[src/rtl/div_pkg.sv]
// +---------------------------------------------------------------------------+
// | div_pkg : execute-stage operation encodings shared by the mul/div units.  |
// | Revision: 1.0                                                             |
// +---------------------------------------------------------------------------+
`default_nettype none

package div_pkg;

  typedef enum logic [1:0] {
    MUL    = 2'd0,
    MULH   = 2'd1,
    MULHSU = 2'd2,
    MULHU  = 2'd3
  } mul_op;

  typedef enum logic [1:0] {
    DIV  = 2'd0,
    DIVU = 2'd1,
    REM  = 2'd2,
    REMU = 2'd3
  } div_op;

endpackage

`default_nettype wire

[src/rtl/div_step.sv]
// +---------------------------------------------------------------------------+
// | div_step : one radix-2 restoring division step on {rem, quo}.             |
// | Revision: 1.0                                                             |
// +---------------------------------------------------------------------------+
`default_nettype none

module div_step (
  input  logic [64:0] i_rem,
  input  logic [63:0] i_quo,
  input  logic [63:0] i_divisor,
  output logic [64:0] o_rem,
  output logic [63:0] o_quo
);

  logic [64:0] w_rem_sh;
  logic [63:0] w_quo_sh;

  always_comb begin
    w_rem_sh = {i_rem[63:0], i_quo[63]};
    w_quo_sh = {i_quo[62:0], 1'b0};
    o_rem    = w_rem_sh;
    o_quo    = w_quo_sh;
    if (w_rem_sh >= {1'b0, i_divisor}) begin
      o_rem    = w_rem_sh - {1'b0, i_divisor};
      o_quo[0] = 1'b1;
    end
  end

endmodule

`default_nettype wire

[src/rtl/div.sv]
// +---------------------------------------------------------------------------+
// | div : iterative RV64M divide/remainder unit, one quotient bit per cycle.  |
// | Revision: 1.0                                                             |
// +---------------------------------------------------------------------------+
`default_nettype none

module div
  import div_pkg::*;
(
  input  logic        clock,
  input  logic        reset_n,
  input  logic [63:0] in1,
  input  logic [63:0] in2,
  input  logic        div_word,
  input  logic        en,
  input  div_op       op,
  output logic        in_ready,
  output logic [63:0] out,
  output logic        out_valid,
  input  logic        out_ready
);

  localparam logic [6:0] c_ITER_DW = 7'd64;
  localparam logic [6:0] c_ITER_W  = 7'd32;

  typedef enum logic [1:0] {
    IDLE  = 2'd0,
    CAL   = 2'd1,
    FINAL = 2'd2
  } state_t;

  state_t      r_state, w_state_next;
  div_op       r_op;
  logic        r_word, r_q_neg, r_r_neg;
  logic [64:0] r_rem;
  logic [63:0] r_quo, r_divisor;
  logic [6:0]  r_count;

  logic        w_signed, w_s1, w_s2, w_div_zero, w_ovf, w_is_quo, w_neg;
  logic [63:0] w_a_ext, w_b_ext, w_a_abs, w_b_abs, w_min;
  logic [63:0] w_res, w_val, w_quo_next;
  logic [64:0] w_rem_next;

  // Operand preparation for the accept cycle
  always_comb begin
    w_signed = (op == DIV) || (op == REM);
    w_a_ext  = in1;
    w_b_ext  = in2;
    if (div_word) begin
      w_a_ext = {{32{w_signed & in1[31]}}, in1[31:0]};
      w_b_ext = {{32{w_signed & in2[31]}}, in2[31:0]};
    end
    w_s1       = w_signed & w_a_ext[63];
    w_s2       = w_signed & w_b_ext[63];
    w_a_abs    = w_s1 ? (~w_a_ext + 64'd1) : w_a_ext;
    w_b_abs    = w_s2 ? (~w_b_ext + 64'd1) : w_b_ext;
    w_div_zero = (w_b_ext == 64'd0);
    w_min      = div_word ? 64'hFFFF_FFFF_8000_0000 : 64'h8000_0000_0000_0000;
    w_ovf      = w_signed && (w_a_ext == w_min) && (&w_b_ext);
  end

  div_step u_step (
    .i_rem     (r_rem),
    .i_quo     (r_quo),
    .i_divisor (r_divisor),
    .o_rem     (w_rem_next),
    .o_quo     (w_quo_next)
  );

  always_ff @(posedge clock or negedge reset_n) begin
    if (!reset_n) r_state <= IDLE;
    else          r_state <= w_state_next;
  end

  always_comb begin
    w_state_next = r_state;
    unique case (r_state)
      IDLE:    if (en) w_state_next = (w_div_zero || w_ovf) ? FINAL : CAL;
      CAL:     if (r_count == 7'd1) w_state_next = FINAL;
      FINAL:   if (out_ready) w_state_next = IDLE;
      default: w_state_next = IDLE;
    endcase
  end

  always_ff @(posedge clock or negedge reset_n) begin
    if (!reset_n) begin
      r_op      <= DIV;
      r_word    <= 1'b0;
      r_q_neg   <= 1'b0;
      r_r_neg   <= 1'b0;
      r_rem     <= 65'd0;
      r_quo     <= 64'd0;
      r_divisor <= 64'd0;
      r_count   <= 7'd0;
    end else if (r_state == IDLE) begin
      if (en) begin
        r_op      <= op;
        r_word    <= div_word;
        r_divisor <= w_b_abs;
        r_count   <= div_word ? c_ITER_W : c_ITER_DW;
        if (w_div_zero) begin
          r_quo   <= '1;
          r_rem   <= {1'b0, w_a_ext};
          r_q_neg <= 1'b0;
          r_r_neg <= 1'b0;
        end else if (w_ovf) begin
          r_quo   <= w_a_ext;
          r_rem   <= 65'd0;
          r_q_neg <= 1'b0;
          r_r_neg <= 1'b0;
        end else begin
          // Word dividends sit in the top half so 32 shifts consume them
          r_quo   <= div_word ? {w_a_abs[31:0], 32'd0} : w_a_abs;
          r_rem   <= 65'd0;
          r_q_neg <= w_s1 ^ w_s2;
          r_r_neg <= w_s1;
        end
      end
    end else if (r_state == CAL) begin
      r_rem   <= w_rem_next;
      r_quo   <= w_quo_next;
      r_count <= r_count - 7'd1;
    end
  end

  always_comb begin
    w_is_quo  = (r_op == DIV) || (r_op == DIVU);
    w_res     = w_is_quo ? r_quo : r_rem[63:0];
    w_neg     = w_is_quo ? r_q_neg : r_r_neg;
    w_val     = w_neg ? (~w_res + 64'd1) : w_res;
    out       = r_word ? {{32{w_val[31]}}, w_val[31:0]} : w_val;
    in_ready  = (r_state == IDLE);
    out_valid = (r_state == FINAL);
  end

endmodule

`default_nettype wire

[config.mk]
export PLATFORM = sky130hd
export DESIGN_NAME = div
export DESIGN_NICKNAME = d
export VERILOG_FILES = /design/src/rtl/div_pkg.sv /design/src/rtl/div_step.sv /design/src/rtl/div.sv
export SDC_FILE = /design/constraint.sdc
export NUM_CORES = 1
export LEC_CHECK = 0
export BUFFER_PORTS_ARGS = -buffer_cell sky130_fd_sc_hd__buf_2
export CAP_MARGIN = 20
export CORE_ASPECT_RATIO = 0.7
export CORE_MARGIN = 2
export CORE_UTILIZATION = 62
export CTS_BUF_LIST = sky130_fd_sc_hd__clkbuf_8
export DETAILED_ROUTE_END_ITERATION = 12
export PLACE_DENSITY = 0.8
export SLEW_MARGIN = 15
export SYNTH_ARGS = -nofsm -noshare
export SYNTH_HDL_FRONTEND = slang
export SYNTH_SLANG_ARGS = --single-unit
export TNS_END_PERCENT = 50
[constraint.sdc]
create_clock -name clock -period 10.1 [get_ports clock]
set_clock_uncertainty 0.05 [all_clocks]
set_input_delay 0 -clock clock [delete_from_list [all_inputs] [get_ports clock]]
set_output_delay 0 -clock clock [all_outputs]
set_load 0.02 [all_outputs]
==> reports/results.ini <==
[yosys]
synth_seq_area_share = 0.251
synth_edf_count = 0
netlist_area_sq_um = 20400
ys_types = 86
synthesis.nets = 3038
yosysWarnings = 0
ys_async_sr_fraction = 1.00
synth.avg_cell_area_sq_um = 7.21
postSynthCellCount = 2832
synth_flop_cell = dfrtp_1
ys_ff_latch = 205

[detailed_routing]
viasPerCell = 6.76
drt_iter0_drc = 3934
vias = 23685
antenna_left = 0
avgRoutedWirePerCell_um = 22.6
route.detailed.drc = 0
first_pass_iters = 6
routed_wl_um = 79200

[setup_path]
critPathMaxFanout = 44
worst_setup_path_end_kind = primary output
worstReg2RegStart = r_rem[7]
arrival_ps = 5280
cp_common_cell = nand4_1
worst-setup-path-type = flip-flop to primary output
slowest_stage = dfrtp_4
critPathMaxStageDelay_ps = 790
crit_buf_inv = 1
crit_start = r_op[1]
critPathLaunchType = flip-flop
path_cells = mux2i_1, ha_1, o221a_2, nand4_1, or4_1, nor4_2, nand4_1, or3_1, nor2_1, a21oi_1, xor2_1, o21ai_0, buf_2
cp_data_required_time_ps = 10050
path_delay_family = simple AND/OR/NAND/NOR gates

[finish]
most-common-layout-cells = 312 x a21oi_1, 311 x nand2_1, 309 x o21ai_0
area_growth_pct = 15.8
drive_above_1_share = 0.110
finalNetCount = 3257
final_common_cell = a21oi_1

[timing]
period_share = 0.528
fmax_mhz = 188
finalMaxSlewViolations = 0
rsz0062_at_grt = false
setup_viol = 0
relSlewSlack = 0.263
worstMarginPinSlew_ps = 1090
final_hold_viol_count = 0
period_minus_slack_ps = 5330
setup_tns_ps = 0

[floorplanning]
core-area_sq_um = 32400
die_y_um = 156
die_area_sq_um = 34400
num_io_pins = 201
die_w_um = 221
start_util = 0.630
fp-row-count = 55

[global_route]
use_met3 = 0.103
track_usage = 0.440
antenna_found_initial = 3
grt_pass1_wl_um = 120000
globalRouteOverflowTotal = 0
grt_use_met2 = 0.676
grt_pass1_vias = 21823
use_met1 = 0.574
grt_max_degree = 102
busiest_layer = met2

[clock_network]
numCtsBuffers = 37
clkLatencyLatePin_ps = 590
cts_tree = built
clk_pin_slew_ps = 60
postCtsSetupBuffers = 0
ctsHtreeMaxLevel = 2
cts_hold_buf = 154
clock_sinks = 205
ctsResizeCount = 0
clock_path_buffers = 3
cts_root_buf = clkbuf_8

[power]
irDropWorstVdd_mv = 0.615
power.density_nw_per_um2 = 400
p_leak_nw = 10.1
power_w = 0.00946

[placed_design]
numPortBuffers = 200
dp_hpwl_um = 56600
gp_congestion = 1.08

[flow_run]
cap_violations = 0

[hold_path]
hold_class = input port to flip-flop
hold_start = in1[43]

[status]
status = finished clean

worst min-delay path: stages:
cell	delay, ps
buf_2	150
or4_2	140
o211ai_1	70
a21oi_1	150
o21ai_0	100
metrics by stage:
stage | cells | worst slack, ps | hold WS [ps] | utilization | instance area [sq um]
floorplan | 2832 | 4480 | -346 | - | 20400
global placement | 3284 | 5370 | 9.93 | 0.660 | 21400
detailed placement | 3284 | 5260 | 14.8 | 0.660 | 21400
CTS | 3499 | 4670 | 3.67 | 0.729 | 23600
global route | 3501 | 4530 | 57.8 | 0.730 | 23700
finish | 3502 | 4770 | 13.4 | 0.730 | 23700
flip-flops by register name, summed over array words and instances (netlist names):
register   cells
r_count        7
r_r_neg        1
r_rem         64
r_op           1
r_q_neg        1
r_quo         64
r_divisor     64
r_word         1
r_state        2
power breakdown:
group          total, W  internal (W)  switching, W
combinational   0.00682       0.00254       0.00428
sequential      0.00184       0.00125      0.000598
clock          0.000798      0.000410      0.000388
total           0.00946       0.00419       0.00527
layer usage:
layer | routed length, um | vias up
met5 | 13 | -
met4 | 5110 | 2
met3 | 9300 | 393
li1 | - | 10601
met1 | 30700 | 11038
met2 | 34100 | 1651
kinds of logic after synthesis:
family / Yosys count / share of synthesized area
simple gates: 983 / 0.226
fa+ha+maj: 71 / 0.0438
buf+inv: 300 / 0.0595
compound gates: 960 / 0.280
mux: 80 / 0.0399
xor+xnor: 233 / 0.0999
flops: 205 / 0.251
synth_stat cells (22+ instances only):
cell / instances / area, sq um
a31oi_1: 65 / 407
xor2_1: 118 / 1030
nand4_1: 53 / 332
nor3_1: 116 / 581
xnor2_1: 115 / 1010
o31ai_1: 31 / 233
nor2_1: 278 / 1040
inv_1: 99 / 372
dfrtp_1: 205 / 5130
nor4_1: 30 / 188
nand2_1: 313 / 1170
a21o_1: 71 / 533
nand2b_1: 22 / 138
clkbuf_1: 155 / 582
ha_1: 70 / 876
a21oi_1: 314 / 1570
o21ai_0: 309 / 1550
nand3_1: 40 / 200
mux2i_1: 68 / 681
path summary, 6_finish.rpt:
check,to,slack (ps),cells after the start
max,out[58],4770,13
min,r_quo[43],10,5
max reg2reg,r_rem[1],5090,13
min reg2reg,r_divisor[43],430,2
max in group asynchronous,r_op[1],8080,4
min in group asynchronous,r_quo[8],510,3
cell type report:
cell class | count | area, sq um
Antenna cell | 2 | 5.00
Clock buffer | 43 | 592
Tap cell | 427 | 534
Fill cell | 2587 | 8750
Inverter | 100 | 375
Sequential cell | 205 | 5130
Multi-Input combinational cell | 2327 | 14100
Timing Repair Buffer | 380 | 2770
Clock inverter | 18 | 100
Power figures use the tool's default switching activity.
